`config.mk`:
```
export PLATFORM = sky130hd
export DESIGN_NAME = fetch_prefetch_buffer
export DESIGN_NICKNAME = d
export VERILOG_FILES = /design/src/rtl/riscv_fetch_pkg.sv /design/src/rtl/prefetch_fifo.sv /design/src/rtl/fetch_prefetch_buffer.sv
export SDC_FILE = /design/constraint.sdc
export NUM_CORES = 1
export LEC_CHECK = 0
export BUFFER_PORTS_ARGS = -buffer_cell sky130_fd_sc_hd__clkbuf_2
export CORE_MARGIN = 2
export CORE_UTILIZATION = 40
export DETAILED_ROUTE_END_ITERATION = 16
export HOLD_SLACK_MARGIN = 0.02
export PLACE_DENSITY = 0.6
export SLEW_MARGIN = 15
export SYNTH_ARGS = -nofsm -noshare
export SYNTH_HDL_FRONTEND = slang
export SYNTH_HIERARCHICAL = 1
export SYNTH_SLANG_ARGS = --single-unit
```
`constraint.sdc`:
```
create_clock -name clk -period 10.4 [get_ports clk]
set_input_delay 1.04 -clock clk [delete_from_list [all_inputs] [get_ports clk]]
set_output_delay 1.04 -clock clk [all_outputs]
set_load 0.005 [all_outputs]
```
`src/rtl/riscv_fetch_pkg.sv`:
```
// Shared types and constants for the instruction prefetch path.
package riscv_fetch_pkg;

    localparam int XLEN       = 32;
    localparam int INSN_BYTES = 4;

    typedef enum logic [1:0] {
        IDLE  = 2'd0,
        FETCH = 2'd1,
        FLUSH = 2'd2
    } fetch_state_t;

    // One prefetched word, tagged by its word address.
    typedef struct packed {
        logic [XLEN-3:0] addr;
        logic [XLEN-1:0] data;
    } fifo_entry_t;

endpackage

```
`src/rtl/prefetch_fifo.sv`:
```
// Small synchronous FIFO with a one-cycle clear; head is visible combinationally.
module prefetch_fifo #(
    parameter int DEPTH = 4,
    parameter int W     = 62
) (
    input  logic                   clk,
    input  logic                   rst,
    input  logic                   i_clear,
    input  logic                   i_push,
    input  logic [W-1:0]           i_push_data,
    input  logic                   i_pop,
    output logic [$clog2(DEPTH):0] o_count,
    output logic [W-1:0]           o_head
);

    localparam int PW = $clog2(DEPTH);

    logic [W-1:0]  r_mem [DEPTH];
    logic [PW-1:0] r_rd_ptr;
    logic [PW-1:0] r_wr_ptr;
    logic [PW:0]   r_count;
    logic          w_push;
    logic          w_pop;

    assign w_push = i_push && (r_count != (PW+1)'(DEPTH));
    assign w_pop  = i_pop && (r_count != '0);

    always_ff @(posedge clk) begin
        if (rst || i_clear) begin
            r_rd_ptr <= '0;
            r_wr_ptr <= '0;
            r_count  <= '0;
        end else begin
            if (w_push) r_wr_ptr <= r_wr_ptr + 1'b1;
            if (w_pop)  r_rd_ptr <= r_rd_ptr + 1'b1;
            case ({w_push, w_pop})
                2'b10:   r_count <= r_count + 1'b1;
                2'b01:   r_count <= r_count - 1'b1;
                default: r_count <= r_count;
            endcase
        end
    end

    // Storage needs no reset; the pointers alone define what is valid.
    always_ff @(posedge clk) begin
        if (w_push && !i_clear) r_mem[r_wr_ptr] <= i_push_data;
    end

    assign o_count = r_count;
    assign o_head  = r_mem[r_rd_ptr];

endmodule

```
`src/rtl/fetch_prefetch_buffer.sv`:
```
// Sequential instruction prefetcher between hart and I-cache.
// Optional PREFETCH_STATS_EN adds hit_count / redirect_count outputs.
module fetch_prefetch_buffer
    import riscv_fetch_pkg::*;
#(
    parameter int              DEPTH    = 4,
    parameter logic [XLEN-1:0] RESET_PC = 32'h0000_0000
) (
    input  logic            clk,
    input  logic            rst,
    input  logic            cpu_addr_valid,
    input  logic [XLEN-1:0] cpu_addr,
    output logic            cpu_data_ready,
    output logic [XLEN-1:0] cpu_data_o,
    output logic            mem_addr_valid,
    output logic [XLEN-1:0] mem_addr,
    input  logic            mem_data_ready,
    input  logic [XLEN-1:0] mem_data_i
`ifdef PREFETCH_STATS_EN
    ,
    output logic [31:0]     hit_count,
    output logic [31:0]     redirect_count
`endif
);

    localparam int CW = $clog2(DEPTH) + 1;

    fetch_state_t    r_state;
    fetch_state_t    w_next;
    logic [XLEN-1:0] r_fetch_addr;
    logic [XLEN-1:0] r_mem_addr;
    logic [CW-1:0]   w_count;
    logic [CW:0]     w_occ;
    fifo_entry_t     w_head;
    fifo_entry_t     w_push_entry;
    logic            w_empty;
    logic            w_hit;
    logic            w_pend;
    logic            w_redirect;
    logic            w_push;
    logic            w_unused_ok;

    assign w_empty    = (w_count == '0);
    assign w_hit      = cpu_addr_valid && !w_empty && (r_state != FLUSH)
                        && (cpu_addr[XLEN-1:2] == w_head.addr);
    // Requested word is in flight or next in line: wait rather than restart.
    assign w_pend     = w_empty && (cpu_addr[XLEN-1:2] == r_fetch_addr[XLEN-1:2]);
    assign w_redirect = cpu_addr_valid && !w_hit && !w_pend;
    assign w_push     = (r_state == FETCH) && mem_data_ready && !w_redirect;
    assign w_occ      = {1'b0, w_count} + {{CW{1'b0}}, w_hit};

    assign w_push_entry.addr = r_mem_addr[XLEN-1:2];
    assign w_push_entry.data = mem_data_i;

    prefetch_fifo #(
        .DEPTH (DEPTH),
        .W     ($bits(fifo_entry_t))
    ) u_fifo (
        .clk         (clk),
        .rst         (rst),
        .i_clear     (w_redirect),
        .i_push      (w_push),
        .i_push_data (w_push_entry),
        .i_pop       (w_hit),
        .o_count     (w_count),
        .o_head      (w_head)
    );

    always_ff @(posedge clk) begin
        if (rst) begin
            r_state      <= IDLE;
            r_fetch_addr <= {RESET_PC[XLEN-1:2], 2'b00};
            r_mem_addr   <= RESET_PC;
        end else begin
            r_state <= w_next;
            if (w_redirect)  r_fetch_addr <= {cpu_addr[XLEN-1:2], 2'b00};
            else if (w_push) r_fetch_addr <= r_fetch_addr + XLEN'(INSN_BYTES);
            if (r_state == IDLE && w_next == FETCH) r_mem_addr <= r_fetch_addr;
        end
    end

    always_comb begin
        w_next = r_state;
        case (r_state)
            IDLE:    if (!w_redirect && (w_occ < (CW+1)'(DEPTH))) w_next = FETCH;
            // A redirect landing with the reply drops the word; nothing is left to flush.
            FETCH:   if (w_redirect)          w_next = mem_data_ready ? IDLE : FLUSH;
                     else if (mem_data_ready) w_next = IDLE;
            FLUSH:   if (mem_data_ready)      w_next = IDLE;
            default: w_next = IDLE;
        endcase
    end

    always_comb begin
        mem_addr_valid = (r_state != IDLE);
        mem_addr       = r_mem_addr;
        cpu_data_ready = w_hit;
        cpu_data_o     = w_empty ? '0 : w_head.data;
    end

`ifdef PREFETCH_STATS_EN
    always_ff @(posedge clk) begin
        if (rst) begin
            hit_count      <= '0;
            redirect_count <= '0;
        end else begin
            if (w_hit)      hit_count      <= hit_count + 32'd1;
            if (w_redirect) redirect_count <= redirect_count + 32'd1;
        end
    end
`endif

    assign w_unused_ok = ^{cpu_addr[1:0]};

endmodule

```
==> summary.txt, run 1 <==
DP Worst Slack - 5.020 ns
Leak Pwr - 5.342 nW
most common cell after layout, fill and taps aside - edfxtp_1
synth warn - 6
1st-pass router iterations - 6
final core occ - 46.98%
Mapped Area - 0.01360 sq mm
# clock sinks - 319
Resized cells post-CTS - 0
residual overflow from global routing - 0
Layout area overhead - 15.81%
met2 wire len - 13,280 um
DRT iter0 DRCs - 449
first-pass GRT wire length - 43,740 um
share of layout cells above drive strength 1 - 26.85%
max_cap viols - 0
vias per cell - 4.957
CTS tree - done
Synth cell types - 47
Seq cells post-synth - 319
cell count after placement - 1,384
Worst Tran Pin Value - 1.023 ns
maximum VDD drop - 82.54 uV
final worst slack - 5.127 ns
pin count of the biggest net entering global routing - 95
HPWL after DPL - 18,230 um
I/O pin cnt - 134
clock buffer depth - 3
initial antenna violation count - 1
xor-xnor portion of the synthesized cell area - 5.988%
RSZ-0062 raised after global routing - no
register area share after synthesis - 65.20%
Hold Crit Class - reg -> reg
post-route setup TNS - 0 ns
Synth Area in Simple Gates - 9.401%
H-tree depth - 2
pwr dens - 175.2 mW/mm^2
Core Area - 0.03353 sq mm
total CTS buffers - 34
DRT antenna net count - 0
CP Capture Type - flop
Final Setup Violations - 0
Final Critical Period - 5.273 ns
fin crit share - 50.70%
RePlAce Congestion - 0.8183
Die Height - 188.4 um
Peak Freq - 0.1897 GHz
Setup Crit Path Kind - reg -> reg
crit-path max FO - 46
max-slew violations - 0
clock skew - 0.009374 ns
drt total wl - 28,470 um
Compound-Gate Fraction of Synth Area - 0.8095%
Reg clk slew, reported paths - 0.06 ns
largest family of logic cells by synthesized area - multiplexers
number of fill cells in the layout - 2,979
clk_lat worst skew - 0.50 ns
status - finished clean
CP Data Required Time - 10.53 ns
Die X-Extent - 188.4 um
nets - 1,047
vias in the first global route - 7,315
Total Routing Usage GR - 16.20%
input/output buffers - 129
wl on met1 - 13,390 um
Final Hold Fails - 0
Top Layer Used - met4
die footprint - 0.03550 sq mm
residual DRC count - 0
clock root buffer - clkbuf_16
Hold Buf Count CTS - 0
postcts setup bufs - 0
commonest non-fill, non-tap cells in the layout - edfxtp_1, clkbuf_2, xnor2_1
FP Rows - 67
diode count - 0
final non-filler cell total - 1,446
met3 WL - 1261 um
Adder-Cell Fraction of Synth Area - 0.6991%
multiplexer area fraction after synthesis - 14.88%
Post-Syn Area per Cell - 16.27 sq um
Rel. slew slack - 31.80%
Starting Density - 40.56%
crit path DAT - 5.40 ns
CP Launch Type - flop
via count - 7,168
Synth Instances - 836
routed len/inst - 19.69 um
worst reg2reg setup slack - 5.13 ns
[final cells by class]
cell class                      instances  area (sq um)  share of cell area, %
Timing Repair Buffer                  142         743.2                  4.718
Sequential cell                       319          8876                  56.35
Clock buffer                           52          1054                  6.688
Tap cell                              448         560.5                  3.558
Inverter                               11         41.29                 0.2621
Clock inverter                         10         122.6                 0.7784
Multi-Input combinational cell        464          4355                  27.65
[report_power, final]
part | switching, W | internal [W]
clock | 0.000469 | 0.000773
sequential | 0.0000200 | 0.00138
combinational | 0.0000614 | 0.0000525
[path summary, 6_finish.rpt]
check / end / cells past startpoint / startpoint
worst max-delay path: u_fifo/r_mem[3][55] / 11 / flop
worst min-delay path: u_fifo/r_wr_ptr[0] / 2 / u_fifo/r_wr_ptr[0]
worst max register to register: u_fifo/r_mem[3][55] / 11 / flop
worst min register to register: u_fifo/r_wr_ptr[0] / 2 / u_fifo/r_wr_ptr[0]
[logic make-up after synthesis]
| group | after synthesis |
|---|---|
| mux | 124 |
| xor+xnor | 93 |
| buf+inv | 54 |
| compound gates | 11 |
| flops | 319 |
| simple gates | 227 |
| other cells | 1 |
| fa+ha+maj | 7 |
[registers in the layout (all words and copies together), names as in the netlist, named ones only]
name	flops
u_fifo/r_mem	248
r_fetch_addr	30
r_state	2
u_fifo/r_rd_ptr	2
u_fifo/r_wr_ptr	2
mem_addr	30
u_fifo/o_count	3
[worst max-delay path: stages, from the launching register on]
cell      delay, ns
dfxtp_4        0.67
buf_4          0.71
mux4_2         0.60
xnor2_1        0.27
nand4_1        0.23
nor4_1         0.52
and4_4         0.35
a311oi_4       0.06
nor2_1         0.24
o31ai_4        0.21
nor3b_2        0.25
buf_4          0.60
[metal layers]
layer / up-vias / GRT usage (%)
met5: - / 0
li1: 3396 / -
met2: 151 / 25.53
met3: 37 / 3.017
met1: 3584 / 23.09
met4: 0 / 4.567
[per-stage QoR]
| stage | instance area (sq um) | hold WS, ns | power [W] |
|---|---|---|---|
| 6_report | 15750 | 0.5056 | 0.002759 |
| 3_5_place_dp | 14580 | 0.4993 | 0.001545 |
| 2_1_floorplan | 13610 | 0.4709 | 0.001499 |
| 3_3_place_gp | 14580 | 0.4926 | 0.001544 |
| 4_1_cts | 15750 | 0.5084 | 0.002796 |
| 5_1_grt | 15750 | 0.5407 | 0.002858 |
[cell usage after synthesis (all sizes together)]
| cell type | number | area share (%) |
|---|---|---|
| xor2 | 11 | 0.71 |
| nor3 | 5 | 0.34 |
| xnor2 | 82 | 5.3 |
| a21oi | 3 | 0.11 |
| and3b | 1 | 0.064 |
| and2 | 1 | 0.046 |
| nand2b | 61 | 2.8 |
| or3 | 3 | 0.14 |
| o31ai | 1 | 0.16 |
| and4 | 1 | 0.083 |
| and3 | 3 | 0.14 |
| a311oi | 2 | 0.26 |
| nor2b | 32 | 1.5 |
| clkbuf | 17 | 0.47 |
| nand3b | 2 | 0.11 |
| o31a | 1 | 0.064 |
| or2 | 2 | 0.092 |
| nand2 | 19 | 0.52 |
| a211oi | 1 | 0.055 |
| nor4 | 5 | 0.32 |
| nand3 | 13 | 0.48 |
| mux2i | 62 | 4.6 |
| nand4 | 23 | 1.1 |
| conb | 1 | 0.028 |
| nor3b | 4 | 0.22 |
| edfxtp | 248 | 55 |
| buf | 26 | 2.2 |
| inv | 11 | 0.30 |
| fa | 1 | 0.15 |
| a2111oi | 1 | 0.064 |
| o21ai | 1 | 0.037 |
| o311ai | 1 | 0.064 |
| mux4 | 62 | 10 |
| ha | 6 | 0.55 |
| and2b | 1 | 0.055 |
| dfxtp | 71 | 10 |
| nor2 | 50 | 1.4 |
| or4 | 1 | 0.055 |
No activity file was read; power rests on OpenSTA's default activity.
==> run 2, diff against run 1 <==
- PLACE_DENSITY: 0.6 -> 0.62
- clock period: 10.4 -> 4.6 ns (I/O delays scaled with it)
==> run 2 against run 1 <==
Net effect:
- die area unchanged
- first-iteration DRC count increased by 4.9%
- hold slack got worse by 0.34 ns
- clock power increased by 110%
- critical path type unchanged
- largest power group unchanged
- highest routed layer unchanged
==> summary.txt, run 2 (synthesis gave the netlist of run 1 again) <==
drt total wl - 28,710 um (+0.84%)
1st-pass router iterations - 4 (-2)
Worst Tran Pin Value - 0.9359 ns (-0.08710 ns)
Final Hold Fails - 0 (unchanged)
sequential cell area - 0.008874 sq mm (about the same)
first-pass GRT wire length - 44,210 um (+1.1%)
RSZ-0062 raised after global routing - no
Post-DP Area - 0.01473 sq mm (+1.0%)
footprint of the multi-input gates - 0.004388 sq mm (+0.75%)
Total Routing Usage GR - 16.35% (+0.15 points)
DRT iter0 DRCs - 471 (+4.9%)
diode count - 0 (unchanged)
max-slew violations - 0 (unchanged)
Hold Buf Count CTS - 0 (unchanged)
max FFs per register - 248 (unchanged)
I/O pin cnt - 134 (unchanged)
H-tree depth - 2 (unchanged)
residual overflow from global routing - 0 (unchanged)
clock skew - 0.01762 ns (+0.008250 ns)
fin crit share - 89.58% (+39 points)
most common cell after layout, fill and taps aside - edfxtp_1
clock buffer depth - 3 (unchanged)
commonest non-fill, non-tap cells in the layout - edfxtp_1, clkbuf_2, xnor2_1
Peak Freq - 0.2427 GHz (+28%)
DRT antenna net count - 0 (unchanged)
Resized cells post-CTS - 0 (unchanged)
vias per cell - 5.019 (+1.2%)
most used cell, CP - buf_4
routed len/inst - 19.76 um (+0.35%)
Setup Crit Path Kind - reg -> reg
RePlAce Congestion - 0.8109 (-0.90%)
number of fill cells in the layout - 2,951 (-0.94%)
Final Setup Violations - 0 (unchanged)
Leak Pwr - 5.388 nW (+0.86%)
clk_lat worst skew - 0.51 ns (about the same)
Final Critical Period - 4.121 ns (-1.152 ns)
share of layout cells above drive strength 1 - 27.66% (+0.81 points)
residual DRC count - 0 (unchanged)
crit path DAT - 4.55 ns (-0.85 ns)
Layout area overhead - 16.22%
status - finished clean
crit-path cells - buf_4 -> buf_4 -> mux4_2 -> xnor2_1 -> nand4_1 -> nor4_1 -> and4_4 -> a311oi_4 -> nor2_4 -> o31ai_4 -> ha_1 -> inv_1 -> fa_1 -> xor2_1 -> or3_1 -> a21oi_1
vias in the first global route - 7,328 (+0.18%)
Hold Crit Class - in -> reg
largest reg by FF count - u_fifo/r_mem
Reg clk slew, reported paths - 0.06 ns (about the same)
HPWL after DPL - 18,940 um (+3.9%)
crit-path max FO - 12 (-74%)
Rel. slew slack - 37.60% (+5.8 points)
CP Launch Type - flop
pwr dens - 384.4 mW/mm^2 (+120%)
Critical Path Max Stage Delay - 0.55 ns (-0.16 ns)
FP Rows - 67 (unchanged)
postcts setup bufs - 0 (unchanged)
clock root buffer - clkbuf_16
CP Capture Type - flop
input/output buffers - 129 (unchanged)
CP max stage cell - mux4_2
nets - 1,056 (+0.86%)
CTS tree - done
Die X-Extent - 188.4 um (unchanged)
# clock sinks - 319 (unchanged)
initial antenna violation count - 0 (-1)
via count - 7,292 (+1.7%)
Design Area, Final - 0.01581 sq mm (+0.35%)
post-route setup TNS - 0 ns (unchanged)
die footprint - 0.03550 sq mm (unchanged)
total CTS buffers - 35 (+2.9%)
pin count of the biggest net entering global routing - 59 (-38%)
max_cap viols - 0 (unchanged)
maximum VDD drop - 316.1 uV (+280%)
CP Data Required Time - 5.03 ns (-5.50 ns)
Core Area - 0.03353 sq mm (unchanged)
Starting Density - 40.56% (unchanged)
Die Height - 188.4 um (unchanged)
-- run 2: final cells by class --
cell class,count,share of cell area [%]
clock buffer,44,5.944
inverter,11,0.2612
multi-input combinational,464,27.76
sequential,319,56.13
clock inverter,17,0.8786
timing repair buffer,150,5.477
tap,448,3.546
-- run 2: power by group --
part | leakage (nW) | switching [W] | internal (W)
sequential | 2.88 | 0.0000453 | 0.00313
combinational | 1.98 | 0.000140 | 0.000121
clock | 0.533 | 0.00108 | 0.00156
total | 5.39 | 0.00127 | 0.00481
-- run 2: layer usage --
layer,part of all wire (%),global-route usage (%)
met2,47,25.94
met3,4.0,2.850
met5,0,0
met1,47,23.56
met4,1.5,3.936
-- run 2: final timing paths --
| kind | startpoint | endpoint | slack [ns] | cells past startpoint |
|---|---|---|---|---|
| worst min-delay path | mem_data_i[29] | u_fifo/r_mem[1][29] | 0.17 | 1 |
| worst min register to register | u_fifo/r_wr_ptr[1] | u_fifo/r_wr_ptr[1] | 0.51 | 2 |
| worst max-delay path | flop | u_fifo/o_count[2] | 0.48 | 16 |
| worst max register to register | flop | u_fifo/o_count[2] | 0.48 | 16 |
-- run 2: metrics by stage --
| stage | util [%] | setup WS, ns | hold WS (ns) | total power [W] | cells |
|---|---|---|---|---|---|
| 6_report | 47.14 | 0.4793 | 0.1689 | 0.006077 | 1453 |
| 5_1_grt | 47.14 | 0.2445 | 0.1601 | 0.006307 | 1453 |
| 4_1_cts | 47.14 | 0.4374 | 0.1476 | 0.006171 | 1453 |
| 3_5_place_dp | 43.93 | 0.4435 | 0.5044 | 0.003499 | 1392 |
| 3_3_place_gp | 43.93 | 0.5062 | 0.4918 | 0.003495 | 1392 |
| 2_1_floorplan | - | 0.01594 | 0.4709 | 0.003390 | 837 |
-- run 2: critical path, delay by kind of cell, from the launching register on --
kind	cells	cell delay [ns]
AND/OR/NAND/NOR	5	1.32
XOR/XNOR	2	0.29
AO/OA/AOI/OAI	3	0.41
multiplexers	1	0.55
buffers and inverters	3	0.64
flip-flops	1	0.36
adder cells (fa/ha/maj)	2	0.48
